===== src/rtl/sseg_pkg.sv =====
// Shared types, constants and helpers for the seven-segment scan display.
package sseg_pkg;

  typedef logic [3:0] hex_digit_t;
  typedef logic [7:0] sseg_t;

  // Segment bus with every segment and the dp dark (active-low).
  localparam sseg_t SSEG_BLANK = 8'hFF;

  // Widest digit-select vector the helper can build.
  localparam int unsigned MAX_DIGITS = 8;

  // Active-low one-hot select for digit idx; all ones if idx is outside 0..n-1.
  function automatic logic [MAX_DIGITS-1:0] sel_onehot_n(input int unsigned idx,
                                                          input int unsigned n);
    logic [MAX_DIGITS-1:0] one_hot;
    one_hot = MAX_DIGITS'(1) << idx;
    if (idx < n) begin
      return ~one_hot;
    end
    return '1;
  endfunction

endpackage


===== src/rtl/hex_to_sseg.sv =====
// Hex nibble to active-low segment pattern {dp,g,f,e,d,c,b,a}; dp is always dark here.
module hex_to_sseg
  import sseg_pkg::*;
(
  input  hex_digit_t i_hex,
  output sseg_t      o_sseg_n
);

  // Pure lookup; the caller owns the dp bit.
  always_comb begin
    o_sseg_n = SSEG_BLANK;
    case (i_hex)
      4'h0:    o_sseg_n = 8'hC0;
      4'h1:    o_sseg_n = 8'hF9;
      4'h2:    o_sseg_n = 8'hA4;
      4'h3:    o_sseg_n = 8'hB0;
      4'h4:    o_sseg_n = 8'h99;
      4'h5:    o_sseg_n = 8'h92;
      4'h6:    o_sseg_n = 8'h82;
      4'h7:    o_sseg_n = 8'hF8;
      4'h8:    o_sseg_n = 8'h80;
      4'h9:    o_sseg_n = 8'h90;
      4'hA:    o_sseg_n = 8'h88;
      4'hB:    o_sseg_n = 8'h83;
      4'hC:    o_sseg_n = 8'hC6;
      4'hD:    o_sseg_n = 8'hA1;
      4'hE:    o_sseg_n = 8'h86;
      default: o_sseg_n = 8'h8E;
    endcase
  end

endmodule


===== src/rtl/sseg_scan_timer.sv =====
// Slot counter, scan index and PWM counter; o_drive is high when a digit may be lit.
module sseg_scan_timer #(
  parameter int unsigned N_DIGITS     = 4,
  parameter int unsigned SLOT_CYCLES  = 50000,
  parameter int unsigned GUARD_CYCLES = 16,
  parameter int unsigned PWM_W        = 4,
  localparam int unsigned IDX_W       = $clog2(N_DIGITS),
  localparam int unsigned SLOT_W      = $clog2(SLOT_CYCLES)
) (
  input  logic             i_clk,
  input  logic             i_reset,
  input  logic [PWM_W-1:0] i_bright,
  output logic [IDX_W-1:0] o_idx,
  output logic             o_drive
);

  logic [SLOT_W-1:0] slot_q, slot_d;
  logic [IDX_W-1:0]  idx_q, idx_d;
  logic [PWM_W-1:0]  pwm_q, pwm_d;
  logic              guard;
  logic              pwm_on;

  // Next-state for the counters and the drive-enable decode.
  always_comb begin
    slot_d = slot_q + 1'b1;
    idx_d  = idx_q;
    pwm_d  = pwm_q + 1'b1;
    if (slot_q == SLOT_W'(SLOT_CYCLES - 1)) begin
      slot_d = '0;
      idx_d  = (idx_q == IDX_W'(N_DIGITS - 1)) ? '0 : idx_q + 1'b1;
    end
    guard   = slot_q < SLOT_W'(GUARD_CYCLES);
    // All-ones brightness must be fully on, not one step short.
    pwm_on  = (pwm_q < i_bright) || (&i_bright);
    o_drive = !guard && pwm_on;
    o_idx   = idx_q;
  end

  // Counter state.
  always_ff @(posedge i_clk or posedge i_reset) begin
    if (i_reset) begin
      slot_q <= '0;
      idx_q  <= '0;
      pwm_q  <= '0;
    end else begin
      slot_q <= slot_d;
      idx_q  <= idx_d;
      pwm_q  <= pwm_d;
    end
  end

endmodule


===== src/rtl/sseg_scan_display.sv =====
// N-digit multiplexed hex display: digit register file, scan, dp, leading-zero blanking, PWM.
// i_reset asserts asynchronously; its release is expected to be synchronous to i_clk.
module sseg_scan_display
  import sseg_pkg::*;
#(
  parameter int unsigned N_DIGITS     = 4,
  parameter int unsigned SLOT_CYCLES  = 50000,
  parameter int unsigned GUARD_CYCLES = 16,
  parameter int unsigned PWM_W        = 4,
  localparam int unsigned IDX_W       = $clog2(N_DIGITS)
) (
  input  logic                i_clk,
  input  logic                i_reset,
  input  logic                i_clear,
  input  logic                i_wr_en,
  input  logic [IDX_W-1:0]    i_wr_addr,
  input  logic [3:0]          i_wr_data,
  input  logic                i_wr_dp,
  input  logic                i_shift_en,
  input  logic                i_blank_lz,
  input  logic [PWM_W-1:0]    i_bright,
  output logic [7:0]          o_sseg_n,
  output logic [N_DIGITS-1:0] o_ldsel
);

  hex_digit_t            digit_q [N_DIGITS];
  hex_digit_t            digit_d [N_DIGITS];
  logic [N_DIGITS-1:0]   dp_q, dp_d;
  logic [N_DIGITS-1:0]   lz_blank;
  logic                  nz_seen;
  logic [IDX_W-1:0]      idx;
  logic                  drive;
  hex_digit_t            cur_digit;
  sseg_t                 cur_seg;
  logic [MAX_DIGITS-1:0] sel_full;
  logic                  unused_sel;
  sseg_t                 sseg_q, sseg_d;
  logic [N_DIGITS-1:0]   ldsel_q, ldsel_d;

  sseg_scan_timer #(
    .N_DIGITS    (N_DIGITS),
    .SLOT_CYCLES (SLOT_CYCLES),
    .GUARD_CYCLES(GUARD_CYCLES),
    .PWM_W       (PWM_W)
  ) u_timer (
    .i_clk   (i_clk),
    .i_reset (i_reset),
    .i_bright(i_bright),
    .o_idx   (idx),
    .o_drive (drive)
  );

  hex_to_sseg u_dec (
    .i_hex   (cur_digit),
    .o_sseg_n(cur_seg)
  );

  // Register-file next state: clear beats write beats shift.
  always_comb begin
    digit_d = digit_q;
    dp_d    = dp_q;
    if (i_clear) begin
      digit_d = '{default: '0};
      dp_d    = '0;
    end else if (i_wr_en) begin
      if (32'(i_wr_addr) < N_DIGITS) begin
        digit_d[i_wr_addr] = i_wr_data;
        dp_d[i_wr_addr]    = i_wr_dp;
      end
    end else if (i_shift_en) begin
      for (int k = N_DIGITS - 1; k >= 1; k--) begin
        digit_d[k] = digit_q[k-1];
      end
      digit_d[0] = i_wr_data;
      dp_d       = {dp_q[N_DIGITS-2:0], i_wr_dp};
    end
  end

  // A digit is a leading zero if it and everything to its left is 0 with dp dark.
  always_comb begin
    lz_blank = '0;
    nz_seen  = 1'b0;
    for (int k = N_DIGITS - 1; k >= 0; k--) begin
      nz_seen     = nz_seen | (digit_q[k] != 4'h0) | dp_q[k];
      lz_blank[k] = ~nz_seen;
    end
    lz_blank[0] = 1'b0;
  end

  // Output next state from the current scan position; blank digits keep their select low.
  always_comb begin
    cur_digit  = digit_q[idx];
    sel_full   = sel_onehot_n(32'(idx), N_DIGITS);
    unused_sel = ^sel_full;
    sseg_d     = SSEG_BLANK;
    ldsel_d    = '1;
    if (drive) begin
      ldsel_d = sel_full[N_DIGITS-1:0];
      if (!(i_blank_lz && lz_blank[idx])) begin
        sseg_d = {~dp_q[idx], cur_seg[6:0]};
      end
    end
  end

  // Digit registers and registered outputs.
  always_ff @(posedge i_clk or posedge i_reset) begin
    if (i_reset) begin
      digit_q <= '{default: '0};
      dp_q    <= '0;
      sseg_q  <= SSEG_BLANK;
      ldsel_q <= '1;
    end else begin
      digit_q <= digit_d;
      dp_q    <= dp_d;
      sseg_q  <= sseg_d;
      ldsel_q <= ldsel_d;
    end
  end

  assign o_sseg_n = sseg_q;
  assign o_ldsel  = ldsel_q;

endmodule


===== config.mk =====
export PLATFORM = sky130hd
export DESIGN_NAME = sseg_scan_display
export DESIGN_NICKNAME = d
export VERILOG_FILES = /design/src/rtl/sseg_pkg.sv /design/src/rtl/hex_to_sseg.sv /design/src/rtl/sseg_scan_timer.sv /design/src/rtl/sseg_scan_display.sv
export SDC_FILE = /design/constraint.sdc
export NUM_CORES = 1
export LEC_CHECK = 0
export ABC_CLOCK_PERIOD_IN_PS = 2029
export CORE_MARGIN = 2
export CORE_UTILIZATION = 45
export CTS_CLUSTER_DIAMETER = 150
export CTS_CLUSTER_SIZE = 10
export DETAILED_ROUTE_END_ITERATION = 7
export PLACE_DENSITY = 0.71
export SLEW_MARGIN = 5
export SYNTH_ARGS = -nofsm -noshare
export SYNTH_HDL_FRONTEND = slang
export SYNTH_SLANG_ARGS = --single-unit

===== constraint.sdc =====
create_clock -name i_clk -period 2.03 [get_ports i_clk]
set_input_delay 0.203 -clock i_clk [delete_from_list [all_inputs] [get_ports i_clk]]
set_output_delay 0.203 -clock i_clk [all_outputs]
set_load 0.005 [all_outputs]

# Word level (Yosys, flattened, before mapping)
# Memory sizes are Yosys's and may differ from the RTL's.
# Index checks and enable logic that the tools add are counted.
dict set report totals {
  input_bits 17
  out_inout_bits 12
  rom_bits 112
  mem_count 1
  regBits 54
  wordCells 72
}
# memory depth word_bits rd rd_clocked_by_memory_dff wr line_no
set memory_table {}
lappend memory_table {{(no name shown)} 16 7 1 0 0 hex_to_sseg.sv:12} ;# case (i_hex)
dict set report op_classes {
  bitwise 12
  n_eq_ne 2
  reduce_logical 11
  magnitude_cmp 8
  n_shift 1
  n_addsub 3
  n_mux 24
}
# operator n
set ops {}
lappend ops {{2-to-1 mux 16 bit} 4}
lappend ops {{2-to-1 mux 4 bit} 7}
lappend ops {{adder 16 x 1 -> 16 bit, second input constant} 1}
lappend ops {{bitwise mux 16 bit} 1}
lappend ops {{== test 16 bit, second input constant} 1}
lappend ops {{< comparator 16 x 5 -> 1 bit, second input constant} 1}
lappend ops {{2-to-1 mux 8 bit} 2}
lappend ops {{nonzero test 4 bit} 3}
lappend ops {{binary-select mux 4 bit (select 2 bit)} 1}
lappend ops {{demux 4 bit (select 2 bit)} 1}
lappend ops {{greater-or-equal comparator 3 bit, second input constant} 2}
lappend ops {{< comparator 2 x 3 -> 1 bit, second input constant} 2}
lappend ops {{inverter 2 -> 3 bit} 2}
lappend ops {{OR 1 bit} 5}
lappend ops {{adder 4 x 1 -> 4 bit, second input constant} 1}
lappend ops {{binary-select mux 1 bit (select 2 bit)} 2}
lappend ops {{bitwise mux 4 bit} 1}
lappend ops {{logical AND 1 bit} 4}
lappend ops {{< comparator 4 bit} 1}
lappend ops {{inverter 1 bit} 4}
lappend ops {{inverter 4 bit} 1}
lappend ops {{AND reduction 4 bit} 1}
lappend ops {{left shift 1 x 2 -> 4 bit, first input constant} 1}
lappend ops {{< comparator 3 x 1 -> 1 bit, second input constant} 1}
lappend ops {{9 further kinds} 11}

# Logic depth before layout (Yosys ltp)
dict set report logic_depth {
  ltp_word 12
  depth_mapped 8
  depth_no_buf 7
}

# Hierarchy
# Synthesis repeated with hierarchy kept, for this count alone.
dict set report hier_totals {
  cells_unflattened 268
  hier_area_um2 2949.1
}
# mod n_inst cells_per_inst seq_area_each_um2 area_per_inst_um2
set by_module_without_submodules {}
lappend by_module_without_submodules {sseg_scan_display 1 135 815.8 1589.0}
lappend by_module_without_submodules {sseg_scan_timer 1 100 550.5 1087.3}
lappend by_module_without_submodules {hex_to_sseg 1 33 0.0 272.8}

# Worst setup path after synthesis
# No wires, ideal clock.
dict set report synth_path {
  path_type {register to register}
  start {reg u_timer.idx_q[0], in the netlist u_timer.o_idx[0]}
  end {reg sseg_q[3], in the netlist o_sseg_n[3]}
  arrival_time_ns 1.836
  required_ns 1.969
  path_buffers 1
  setup_ns 0.061
  synth_period_minus_slack_ns 1.896
  setup_slack_ns 0.134
  stages_incl_launch_ff 8
  path_cell_list {dfrtp_1 -> buf_2 -> mux4_2 -> inv_1 -> ha_1 -> a21oi_1 -> o21ai_1 -> nand2_1}
}
dict set report synth_via {
  elab_chain_cells 7
  elab_cells_between_ends 10
  classes_between {mux: 7; bitwise: 1; reduce/logical: 1; memory: 1}
}
# element line_no
set synth_lines {}
lappend synth_lines {{from (decl)} sseg_scan_timer.sv:18} ;# logic [IDX_W-1:0] idx_q, idx_d;
lappend synth_lines {{from (signal assigned)} sseg_scan_timer.sv:47} ;# idx_q <= idx_d;
lappend synth_lines {{inverter 2 -> 3 bit (implied by the code)} sseg_scan_display.sv:92} ;# cur_digit = digit_q[idx];
lappend synth_lines {{binary-select mux 4 bit (select 2 bit)} sseg_scan_display.sv:92}
lappend synth_lines {{2-to-1 mux 4 bit (implied by the code) (2 in series)} sseg_scan_display.sv:92}
lappend synth_lines {{memory read (16 x 7 bit)} -}
lappend synth_lines {{2-to-1 mux 8 bit *} sseg_scan_display.sv:99} ;# if (!(i_blank_lz && lz_blank[idx])) begin
lappend synth_lines {{2-to-1 mux 8 bit *} sseg_scan_display.sv:97} ;# if (drive) begin
lappend synth_lines {{via sseg_d[3]} sseg_scan_display.sv:37} ;# sseg_t sseg_q, sseg_d;
lappend synth_lines {{to (signal assigned)} sseg_scan_display.sv:115} ;# sseg_q <= sseg_d;
lappend synth_lines {{to (decl)} sseg_scan_display.sv:37}
# The timed path passes the listed nets; every way through them passes the cells marked *. The select of a mux whose other input is x is not followed.
# A chain may end at the register's enable or synchronous reset.

# Worst setup path in the final report
dict set report layout_path {
  start {reg u_timer.pwm_q[2]}
  end {reg sseg_q[0], in the netlist o_sseg_n[0]}
}
dict set report layout_via {
  elab_chain_cells 4
}
# element line_no
set layout_lines {}
lappend layout_lines {{from (decl)} sseg_scan_timer.sv:19} ;# logic [PWM_W-1:0] pwm_q, pwm_d;
lappend layout_lines {{from (signal assigned)} sseg_scan_timer.sv:48} ;# pwm_q <= pwm_d;
lappend layout_lines {{< comparator 4 bit} sseg_scan_timer.sv:34} ;# pwm_on = (pwm_q < i_bright) || (&i_bright);
lappend layout_lines {{logical OR 1 bit} sseg_scan_timer.sv:34}
lappend layout_lines {{logical AND 1 bit} sseg_scan_timer.sv:35} ;# o_drive = !guard && pwm_on;
lappend layout_lines {{2-to-1 mux 8 bit} sseg_scan_display.sv:97}
lappend layout_lines {{via sseg_d[0]} sseg_scan_display.sv:37}
# The timed path passes the listed nets, and every way through them passes these cells.

==> metrics.txt <==
# TYPE chip_impl_metric gauge
chip_impl_info{name="status",value="completed"} 1
chip_impl_metric{name="clock_tree.htree_level_count",unit=""} 2
chip_impl_info{name="hold_class",value="input port to async pin"} 1
chip_impl_info{name="layout_common_cells",value="sky130_fd_sc_hd__dfrtp_1 (42), sky130_fd_sc_hd__nand2_1 (34), sky130_fd_sc_hd__clkdlybuf4s50_1 (28)"} 1
chip_impl_metric{name="layout.nets",unit=""} 348
chip_impl_metric{name="post_drt_via_cell_ratio",unit=""} 5.53
chip_impl_metric{name="seq_area_frac_synth",unit="%"} 46.6
chip_impl_metric{name="number_of_antenna_violations_at_the_first_check_in_global_routing",unit=""} 0
chip_impl_metric{name="antenna_left",unit=""} 0
chip_impl_metric{name="slew_violations",unit=""} 0
chip_impl_metric{name="muxShareOfSynthArea",unit="%"} 7.26
chip_impl_metric{name="first_global_vias",unit=""} 2155
chip_impl_metric{name="setup.reg_to_reg.worst_slack",unit="ns"} 0.11
chip_impl_metric{name="placedInstanceArea",unit="µm²"} 3340
chip_impl_info{name="largest_family_of_logic_cells_by_synthesized_area",value="simple AND/OR/NAND/NOR gates"} 1
chip_impl_metric{name="reg2regPathDepth",unit=""} 6
chip_impl_metric{name="filler_cell_count",unit=""} 570
chip_impl_metric{name="cts.reportedPaths.clkPinSlew",unit="ns"} 0.10
chip_impl_metric{name="row_count",unit=""} 29
chip_impl_metric{name="drc_errors",unit=""} 0
chip_impl_metric{name="die-width",unit="µm"} 84.7
chip_impl_metric{name="cts_buffers",unit=""} 5
chip_impl_metric{name="peakVddDrop",unit="mV"} 0.335
chip_impl_metric{name="timing.max_cap.violations",unit=""} 0
chip_impl_metric{name="clock_path_buffers",unit=""} 2
chip_impl_metric{name="dieHeight",unit="µm"} 84.7
chip_impl_metric{name="max-slew-margin-rel",unit="%"} 38.7
chip_impl_metric{name="critPathRequiredTime",unit="ns"} 2.25
chip_impl_info{name="worst_r2r_start",value="u_timer.pwm_q[2]"} 1
chip_impl_metric{name="clk-insertion-delay-late",unit="ns"} 0.31
chip_impl_metric{name="timing.final.setup_violations",unit=""} 0
chip_impl_metric{name="syn_inst",unit=""} 278
chip_impl_metric{name="synthAdderAreaFrac",unit="%"} 6.83
chip_impl_metric{name="synth_simple_gate_area_share",unit="%"} 16.7
chip_impl_metric{name="total_leakage_power",unit="nW"} 1.54
chip_impl_metric{name="m1WireLength",unit="µm"} 2600
chip_impl_metric{name="detail_route.iter0.violations",unit=""} 153
chip_impl_info{name="top_layer_used",value="met4"} 1
chip_impl_info{name="critical_path_class",value="flop to flop"} 1
chip_impl_metric{name="area_delta_synth_final",unit="%"} 19.6
chip_impl_metric{name="io_buffer_count",unit=""} 28
chip_impl_metric{name="worst-path-max-fanout",unit=""} 7
chip_impl_metric{name="min_period_over_period",unit="%"} 94.4
chip_impl_metric{name="cellPowerDensity",unit="nW/µm²"} 645
chip_impl_metric{name="route.detailed.wl_per_inst",unit="µm"} 14.6
chip_impl_metric{name="first_pass_iters",unit=""} 4
chip_impl_metric{name="ys_ff_latch",unit=""} 54
chip_impl_metric{name="dp_hpwl",unit="µm"} 4150
chip_impl_metric{name="synthXorXnorAreaFrac",unit="%"} 4.48
chip_impl_metric{name="grt_overflow",unit=""} 0
chip_impl_metric{name="grt_usage",unit="%"} 17.1
chip_impl_metric{name="timing.hold.ws",unit="ns"} 0.255
chip_impl_info{name="final_common_cell",value="sky130_fd_sc_hd__dfrtp_1"} 1
chip_impl_metric{name="synth.cell_area",unit="µm²"} 2930
chip_impl_metric{name="arrival",unit="ns"} 2.14
chip_impl_metric{name="yosysWarnings",unit=""} 0
chip_impl_metric{name="tightest_slew",unit="ns"} 0.916
chip_impl_metric{name="synth_cell_types",unit=""} 45
chip_impl_metric{name="synth_nets",unit=""} 311
chip_impl_metric{name="postLayoutCellArea",unit="µm²"} 3510
chip_impl_metric{name="final-hold-violation-count",unit=""} 0
chip_impl_metric{name="fin_tns_setup",unit="ns"} 0
chip_impl_metric{name="met3WireLength",unit="µm"} 264
chip_impl_metric{name="synth_compound_gate_area_share",unit="%"} 14.4
chip_impl_metric{name="met2RoutedLength",unit="µm"} 2800
chip_impl_metric{name="hold_buf_count_cts",unit=""} 0
chip_impl_metric{name="avgSynthCellArea",unit="µm²"} 10.5
chip_impl_info{name="tritoncts",value="yes"} 1
chip_impl_info{name="cell_at_the_root_of_the_clock_tree",value="sky130_fd_sc_hd__clkbuf_8"} 1
chip_impl_info{name="synth_top_flop_cell",value="sky130_fd_sc_hd__dfrtp_1"} 1
chip_impl_metric{name="cts.sinks",unit=""} 54
chip_impl_metric{name="fmax",unit="GHz"} 0.522
chip_impl_metric{name="grt_first_pass_wirelength",unit="µm"} 9960
chip_impl_metric{name="synth-async-reset-ratio",unit="%"} 100
chip_impl_metric{name="dr_total_vias",unit=""} 2174
chip_impl_metric{name="total_die_area",unit="µm²"} 7170
chip_impl_metric{name="start_util",unit="%"} 46.4
chip_impl_metric{name="routabilityCongestion",unit=""} 0.786
chip_impl_metric{name="timing.final.crit_period",unit="ns"} 1.92
chip_impl_metric{name="synth_enable_flop_cells",unit=""} 0
chip_impl_metric{name="layout-drive-gt1-share",unit="%"} 17.4
chip_impl_metric{name="grt_max_degree",unit=""} 55
chip_impl_metric{name="floorplan.io_pins",unit=""} 29
chip_impl_metric{name="worst_clock_skew",unit="ns"} 0.00600
chip_impl_metric{name="totalWireLength",unit="µm"} 5720
chip_impl_metric{name="design.core.area",unit="µm²"} 6310
chip_impl_info{name="crit_path_start_kind",value="flop"} 1
chip_impl_info{name="endpoint_kind",value="flop"} 1
chip_impl_info{name="rr_endpoint",value="o_sseg_n[0]"} 1
chip_impl_metric{name="n_antenna_cell",unit=""} 0
==> cells by family after synthesis <==
logic type,count (synthesis)
DFF,54
muxes,15
and+or+nand+nor,99
adders and majority gates,16
xor gates and xnor gates,15
buffers and inverters,25
AOI/OAI and AO/OA,54
==> synthesized netlist by cell type (all sizes together), types with 2 or more instances <==
cell type | number | area share (%)
dfrtp | 42 | 36
nand2 | 34 | 4.4
nor2 | 23 | 3.0
o21ai | 19 | 3.2
ha | 16 | 6.8
a32oi | 15 | 4.5
inv | 14 | 1.8
dfstp | 12 | 11
nand3 | 11 | 1.9
mux2i | 10 | 3.4
a21oi | 9 | 2.0
xor2 | 9 | 2.7
buf | 6 | 1.2
xnor2 | 6 | 1.8
and3 | 5 | 1.2
clkbuf | 5 | 0.64
mux4 | 5 | 3.8
nor3 | 5 | 1.0
nor2b | 4 | 0.85
nand2b | 3 | 0.90
nand4 | 3 | 0.64
nor3b | 3 | 0.77
nor4 | 3 | 0.85
o211ai | 3 | 0.94
and2 | 2 | 0.43
==> per-layer routing <==
metal  GRT usage (%)  up-vias
li1                -     1064
met1            23.6     1051
met2            27.6       53
met3            3.24        6
met4            5.19        0
met5               0        -
==> flip-flops by register name (all words and copies together), names as in the netlist <==
register,cells
digit_q,16
u_timer.slot_q,16
o_sseg_n,8
dp_q,4
o_ldsel,4
u_timer.pwm_q,4
u_timer.o_idx,2
==> worst max-delay path by stage <==
stage                      from     endpoint  slack [ns]  cells past startpoint
2_1_floorplan  u_timer.o_idx[0]  o_sseg_n[3]        0.13                      7
3_3_place_gp        i_bright[2]  o_sseg_n[4]       -0.18                      8
3_5_place_dp        i_bright[2]  o_sseg_n[4]       -0.25                      8
4_1_cts        u_timer.pwm_q[2]  o_sseg_n[4]        0.06                      6
5_1_grt        u_timer.pwm_q[2]  o_sseg_n[0]      -0.005                      6
6_report       u_timer.pwm_q[2]  o_sseg_n[0]        0.11                      6
==> through the flow <==
| step | instances | total power (W) | setup WS (ns) | util (%) |
|---|---|---|---|---|
| after floorplan | 278 | 0.00132 | 0.134 | - |
| after global placement | 382 | 0.00143 | -0.179 | 52.9 |
| after detailed placement | 382 | 0.00144 | -0.252 | 52.9 |
| after CTS | 390 | 0.00229 | 0.0566 | 55.1 |
| after global routing | 393 | 0.00237 | -0.00465 | 55.5 |
| final | 393 | 0.00226 | 0.115 | 55.5 |
==> critical path, stage by stage, from the launching register on <==
cell and delay [ns]:
sky130_fd_sc_hd__dfrtp_1 0.42, sky130_fd_sc_hd__ha_1 0.28, sky130_fd_sc_hd__or3_1 0.37, sky130_fd_sc_hd__o211ai_1 0.11
sky130_fd_sc_hd__o32a_4 0.21, sky130_fd_sc_hd__a21boi_4 0.28, sky130_fd_sc_hd__o2111ai_1 0.14
==> power breakdown <==
part           switching, W  internal [W]
logic              0.000138      0.000134
registers         0.0000262       0.00112
clock network      0.000347      0.000494
==> repair_timing <==
action,in CTS,in global routing
setup endpoints to repair,0,6
setup buffers,0,3
resized for setup,0,1
==> area by class of cell <==
cell class	count	area (µm²)	share of cell area, %
clock buffer	5	68.8	1.96
inverter	14	52.6	1.50
clock inverter	3	68.8	1.96
multi-input combinational	199	1460	41.7
tap	77	96.3	2.75
timing repair buffer	41	390	11.1
sequential	54	1370	39.0
Note: power is estimated with default switching activity, not from simulation.
